### src/rtl/sha256_bus_master.sv
// sha256_bus_master: register-bus initiator that loads padded blocks into the sha256 core,
// starts each block, polls for completion and reads the digest back after the last block.
module sha256_bus_master #(
    parameter int POLL_TIMEOUT = 4096,
    parameter bit CTRL_MODE    = 1'b1
) (
    input  logic         clk,
    input  logic         reset_n,
    input  logic         blk_valid,
    output logic         blk_ready,
    input  logic [511:0] blk_data,
    input  logic         blk_first,
    input  logic         blk_last,
    output logic [255:0] digest,
    output logic         digest_valid,
    output logic         busy,
    output logic         err,
    input  logic         err_clr,
    output logic         cs,
    output logic         we,
    output logic [7:0]   address,
    output logic [31:0]  write_data,
    input  logic [31:0]  read_data,
    input  logic         error
);
    localparam int PW = POLL_TIMEOUT > 1 ? $clog2(POLL_TIMEOUT) : 1;
    typedef enum logic [2:0] {IDLE, WRITE, CTRL, GAP, POLL, RDIG, DONE} state_t;
    state_t        state;
    logic [511:0]  blk;
    logic [255:0]  dig_sh;
    logic [PW-1:0] poll_cnt;
    logic [3:0]    idx;
    logic          first;
    logic          last;
    always_ff @(posedge clk or negedge reset_n) begin
        if (!reset_n) begin
            state        <= IDLE;
            blk          <= '0;
            dig_sh       <= '0;
            poll_cnt     <= '0;
            idx          <= '0;
            first        <= 1'b0;
            last         <= 1'b0;
            blk_ready    <= 1'b0;
            digest       <= '0;
            digest_valid <= 1'b0;
            busy         <= 1'b0;
            err          <= 1'b0;
            cs           <= 1'b0;
            we           <= 1'b0;
            address      <= '0;
            write_data   <= '0;
        end else begin
            digest_valid <= 1'b0;
            // a core error on any access abandons the block without touching the digest
            if (cs && error) begin
                err       <= 1'b1;
                cs        <= 1'b0;
                we        <= 1'b0;
                busy      <= 1'b0;
                blk_ready <= 1'b1;
                state     <= IDLE;
            end else begin
                case (state)
                    IDLE: begin
                        blk_ready <= 1'b1;
                        if (blk_valid && blk_ready) begin
                            blk_ready  <= 1'b0;
                            busy       <= 1'b1;
                            first      <= blk_first;
                            last       <= blk_last;
                            blk        <= {blk_data[479:0], 32'h0};
                            cs         <= 1'b1;
                            we         <= 1'b1;
                            address    <= 8'h10;
                            write_data <= blk_data[511:480];
                            idx        <= '0;
                            state      <= WRITE;
                        end
                    end
                    WRITE: begin
                        idx <= idx + 4'd1;
                        if (idx == 4'd15) begin
                            address    <= 8'h08;
                            write_data <= {29'b0, CTRL_MODE, ~first, first};
                            state      <= CTRL;
                        end else begin
                            address    <= address + 8'd1;
                            write_data <= blk[511:480];
                            blk        <= {blk[479:0], 32'h0};
                        end
                    end
                    CTRL: begin
                        cs    <= 1'b0;
                        we    <= 1'b0;
                        state <= GAP;
                    end
                    GAP: begin
                        cs       <= 1'b1;
                        address  <= 8'h09;
                        poll_cnt <= '0;
                        state    <= POLL;
                    end
                    POLL: begin
                        poll_cnt <= poll_cnt + 1'b1;
                        if (read_data[0] && last) begin
                            address <= 8'h20;
                            idx     <= '0;
                            state   <= RDIG;
                        end else if (read_data[0] || poll_cnt == PW'(POLL_TIMEOUT - 1)) begin
                            err       <= err | ~read_data[0];
                            cs        <= 1'b0;
                            busy      <= 1'b0;
                            blk_ready <= 1'b1;
                            state     <= IDLE;
                        end
                    end
                    RDIG: begin
                        dig_sh <= {dig_sh[223:0], read_data};
                        idx    <= idx + 4'd1;
                        if (idx == 4'd7) begin
                            cs    <= 1'b0;
                            state <= DONE;
                        end else begin
                            address <= address + 8'd1;
                        end
                    end
                    DONE: begin
                        digest       <= dig_sh;
                        digest_valid <= 1'b1;
                        busy         <= 1'b0;
                        blk_ready    <= 1'b1;
                        state        <= IDLE;
                    end
                    default: state <= IDLE;
                endcase
            end
            if (err_clr) err <= 1'b0;
        end
    end
endmodule
### config.mk
export PLATFORM = sky130hd
export DESIGN_NAME = sha256_bus_master
export DESIGN_NICKNAME = d
export VERILOG_FILES = /design/src/rtl/sha256_bus_master.sv
export SDC_FILE = /design/constraint.sdc
export NUM_CORES = 2
export LEC_CHECK = 0
export BUFFER_PORTS_ARGS = -buffer_cell sky130_fd_sc_hd__buf_2
export CAP_MARGIN = 20
export CORE_AREA = 5 5 329 331
export CTS_CLUSTER_SIZE = 24
export DETAILED_ROUTE_END_ITERATION = 16
export DIE_AREA = 0 0 334 336
export PLACE_DENSITY = 0.76
export SLEW_MARGIN = 20
export SYNTH_ARGS = -nofsm -noshare
export SYNTH_HDL_FRONTEND = slang
export SYNTH_SLANG_ARGS = --single-unit
### constraint.sdc
create_clock -name clk -period 1.9 [get_ports clk]
set_input_delay 0.38 -clock clk [delete_from_list [all_inputs] [get_ports clk]]
set_output_delay 0.38 -clock clk [all_outputs]
set_load 0.005 [all_outputs]
==> results of run 1 <==
[logic make-up after synthesis]
| kind of cell | count (synthesis) | synth area share (%) |
|---|---|---|
| simple gates | 1574 | 14.1 |
| flops | 1059 | 61.0 |
| compound gates | 575 | 8.43 |
| mux | 518 | 13.4 |
| buf+inv | 299 | 2.91 |
| xor+xnor | 5 | 0.101 |
| fa+ha+maj | 3 | 0.0864 |
[cell usage after synthesis (all sizes together) (3+ instances only)]
library cell  count  area share [%]
dfrtp          1059              61
nand2          1012             8.7
mux2            517              13
nor2            469             4.1
a31oi           449             6.5
clkbuf          164             1.4
buf             125             1.4
nand3            48            0.55
o21ai            42            0.48
a22oi            29            0.50
inv              10           0.086
a21oi             8           0.092
a211oi            7            0.12
nand4             6           0.086
and3              5           0.072
nor2b             5           0.072
o31ai             5           0.086
a22o              4           0.081
nand3b            4           0.069
nor4              4           0.058
o211ai            4           0.069
or3               4           0.058
xnor2             4           0.081
and2              3           0.043
ha                3           0.086
nand2b            3           0.043
o21a              3           0.052
o31a              3           0.060
[layer usage]
| metal | overflow | GRT usage [%] |
|---|---|---|
| met4 | 9 | 29.9 |
| met2 | 9 | 50.2 |
| met3 | 0 | 20.5 |
| met1 | 0 | 41.1 |
| met5 | 0 | 4.17 |
[through the flow]
stage / utilization [%] / worst slack [ns] / setup TNS, ns
floorplan: - / 0.0146 / 0
global placement: 48.5 / -0.0554 / -0.0980
detailed placement: 48.5 / -0.106 / -4.19
CTS: 57.0 / -0.0231 / -0.141
[repair_timing]
action                                  in CTS
resized for setup                           26
hold endpoints to repair                   828
hold buffers                               495
pin swaps                                    1
cloned                                       2
endpoints found under the setup margin     285
==> run metrics, run 1 <==
largest net degree at the start of global routing 111; cell count after synthesis a little over 4000; Worst EP post-GRT repair poll_cnt[11]$_DFFE_PN0P_/D; post-synth net total 4587; post-synthesis average cell area around 11 um^2; io pins 853; Clk Tree Root Cell clkbuf_16; outcome aborted with a tool error; Tot GR Track Use 36.6%; GPL Wtd Cong between 0.9 and 1; First Err [ERROR GRT-0232] Routing congestion too high. Check the congestion heatmap in the GUI.; distinct cell type count after synthesis 61; DP Wirelength approximately 110000 um; Synth Cell Area 0.0435 mm^2; sequential area share after synthesis 61.0%; GRT overflow 18; input/output buffers 852; placed insts 6217; Die X ~330 um; Sink Count between 1000 and 1500; htree depth 3; Initial Utilization approximately 41%; Async S/R FF share, synth 100%; Warnings, synthesis 0; number of setup buffers added after CTS 0; #FFs+latches synth 1059; Die Y 336 um; ys flop type dfrtp_1; Max clock buf depth 3; Failed at 5_1_grt; cts bufs inserted ~110; Post-synth EDFFs 0; WEP type sequential cell input; Core Rows 119; placement-stage cell area between 0.05 and 0.06 mm^2
==> run 2: changes to the inputs <==
--- a/config.mk
+++ b/config.mk
@@ -7,11 +7,10 @@
 export LEC_CHECK = 0
 export BUFFER_PORTS_ARGS = -buffer_cell sky130_fd_sc_hd__buf_2
 export CAP_MARGIN = 20
-export CORE_AREA = 5 5 329 331
-export CTS_CLUSTER_SIZE = 24
+export CORE_MARGIN = 5
+export CORE_UTILIZATION = 40
 export DETAILED_ROUTE_END_ITERATION = 16
-export DIE_AREA = 0 0 334 336
-export PLACE_DENSITY = 0.76
+export PLACE_DENSITY_LB_ADDON = 0.15
 export SLEW_MARGIN = 20
 export SYNTH_ARGS = -nofsm -noshare
 export SYNTH_HDL_FRONTEND = slang
==> constraint.sdc (replaced) <==
create_clock -name clk -period 2.47 [get_ports clk]
set_input_delay 0.494 -clock clk [delete_from_list [all_inputs] [get_ports clk]]
set_output_delay 0.494 -clock clk [all_outputs]
set_load 0.005 [all_outputs]
==> run 2 against run 1 <==
The flow now finishes without violations. Synthesized cell count stayed put. Area after synthesis did not move.
==> run metrics, run 2 <==
outcome completed; Die Y 340 um; register share of total power 36.9%; Worst EP arrival roughly 2.9 ns; LEAKAGE between 20 and 30 nW; GPL Wtd Cong about 0.84; Core Rows 121; PD cells 1250 mW/mm^2; number of flip-flops in the largest register 480; fin nets 5557; GRT overflow 0; largest net degree at the start of global routing 127; Final Cycle Share approximately nine tenths; highest-count cells in the layout ignoring fill and taps 1058 x dfrtp_1, 1012 x nand2_1, 851 x buf_2; Sink Count roughly 1100; distinct cell type count after synthesis 61; #FFs+latches synth 1059; sequential area share after synthesis 61.0%; clk slew on worst S/H paths 0.06 ns; Crit Path Max Fanout 40; Internal Power 43.1 mW; clock share of power 25.3%; Routed WL per cell between 20 and 25 um; biggest regs blk (480), dig_sh (256), digest (256); Pre-antenna DRT Iters 5; vias in the first global route 33209; Tot GR Track Use 23.1%; top-count cell post-synth dfrtp_1; TNS Setup 0 ns; area of the multi-input gates 0.0157 mm^2; ys flop type dfrtp_1; Async S/R FF share, synth 100%; Max clock buf depth 3; vias post-DR 33360; Synth Cell Area 0.0435 mm^2; Crit. End Element flop; most flop-heavy register blk; pre-CTS setup slack 0.147 ns; Clk Tree Root Cell clkbuf_16; initial antenna violation count 47; area fraction of the dominant cell type after synthesis around 61%; Switching Share 38.0%; Hold Fails Final Rpt 0; net switching power roughly 26 mW; clock insertion delay at the later pin of the skew report a little over 0.7 ns; GR met1 Demand/Resource 31.3%; DRT iter0 DRCs 2087; first-pass GRT wire length 207000 um; CTS tree done; # fillers 9926; Final setup viols 0; number of setup buffers added after CTS 0; DR DRC count 0; Via density 5.10; post-synthesis average cell area 10.8 um^2; io pins around 850; critical path class reg -> reg; Max Clock Skew ~0.043 ns; top cell type by total area after synthesis dfrtp_1; cell count after synthesis 4033; Final Critical Period around 2.3 ns; combinational share of power about 38%; input/output buffers 852; area grow syn2layout 27.9%; synth top area cells dfrtp_1 61%, mux2_2 13%, nand2_1 8.7%; register area 0.0265 mm^2; htree depth 3; Die X 340 um; M3 GR Usage 5.34%; worst-margin pin slew approximately 0.7 ns; die area 0.115 mm^2; slew margin rel. 53.4%; core area 0.108 mm^2; total wire length 137000 um; Post-synth top cells 1059 x dfrtp_1, 1012 x nand2_1, 516 x mux2_2; Worst Slack Setup Final roughly 0.21 ns; max-cap viol count 0; commonest non-fill, non-tap cell in the layout dfrtp_1; FMAX 442 MHz; cts bufs inserted around 110; GRT busiest layer met2; Post-synth EDFFs 0; post-synth net total 4587; Max Slew Vio Count 0; Post-DRT Antenna Nets 0; placed insts between 6000 and 7000; CP Data Required Time slightly above 3 ns; Initial Utilization 40.1%; fin cells 6541; share of cells above drive strength 1 33.2%; grt met2 use 36.0%; DP Wirelength 100000 um; RSZ-0062 raised after global routing false; worst min path class in -> reg; Startpoint Class flop; Warnings, synthesis 0; VDD IR max about 0.86 mV
## run 2: cell families after synthesis
logic type	Yosys count	share of synthesized area [%]
fa+ha+maj	3	0.0864
compound gates	575	8.43
flops	1059	61.0
xor+xnor	5	0.101
mux	518	13.4
buf+inv	299	2.91
simple gates	1574	14.1
## run 2: final timing paths
path	start	to	slack, ns	cells after the start
worst max-delay path	state[1]	digest[55]	0.21	6
worst min-delay path	blk_data[268]	blk[300]	0.05	3
worst max register to register	state[1]	digest[55]	0.21	6
worst min register to register	blk[58]	blk[58]	0.47	2
max in group asynchronous	reset_n	write_data[12]	1.10	3
min in group asynchronous	reset_n	err	0.33	2
## run 2: power by group through the flow
stage                     combinational, mW  clock, mW  sequential, mW
after global routing                   29.6       18.7            26.3
after CTS                              26.5       18.0            25.7
after detailed placement               26.3          0            26.0
after global placement                 25.8          0            25.9
final                                  26.2       17.6            25.7
after floorplan                        18.3          0            24.9
## run 2: area by class of cell
class / count / area share, %
Antenna cell: 28 / 0.126
Clock buffer: 162 / 5.85
Clock inverter: 48 / 1.20
Inverter: 10 / 0.0765
Multi-Input combinational cell: 2675 / 28.3
Sequential cell: 1059 / 47.7
Tap cell: 1414 / 3.18
Timing Repair Buffer: 1145 / 13.6
## run 2: metrics by stage
step | total power, mW | instance area, um^2 | util (%) | hold slack (ns)
after floorplan | 43.2 | 43500 | - | 0.198
after global placement | 51.7 | 50000 | 46.1 | 0.428
after detailed placement | 52.3 | 50000 | 46.1 | 0.429
after CTS | 70.3 | 55500 | 51.2 | 0.0000178
after global routing | 74.7 | 55600 | 51.2 | 0.0153
final | 69.5 | 55600 | 51.3 | 0.0546
## run 2: critical path, stage by stage, from the launching register on
cell     delay [ns]
dfrtp_1        0.58
inv_1          0.21
nor2_1         0.23
nand3_4        0.14
inv_6          0.27
buf_12         0.27
mux2_2         0.37
## run 2: layer usage
metal,routed length (um),vias to the layer above
met5,106,-
met4,5800,18
met3,8420,255
met2,62500,942
met1,59800,16315
li1,-,15830
## run 2: repair_timing
item	4_1_cts	5_1_grt
hold endpoints to repair	172	0
hold buffers	163	0
endpoints found under the setup margin	0	35
resized for setup	0	1
Power figures use the tool's default switching activity.
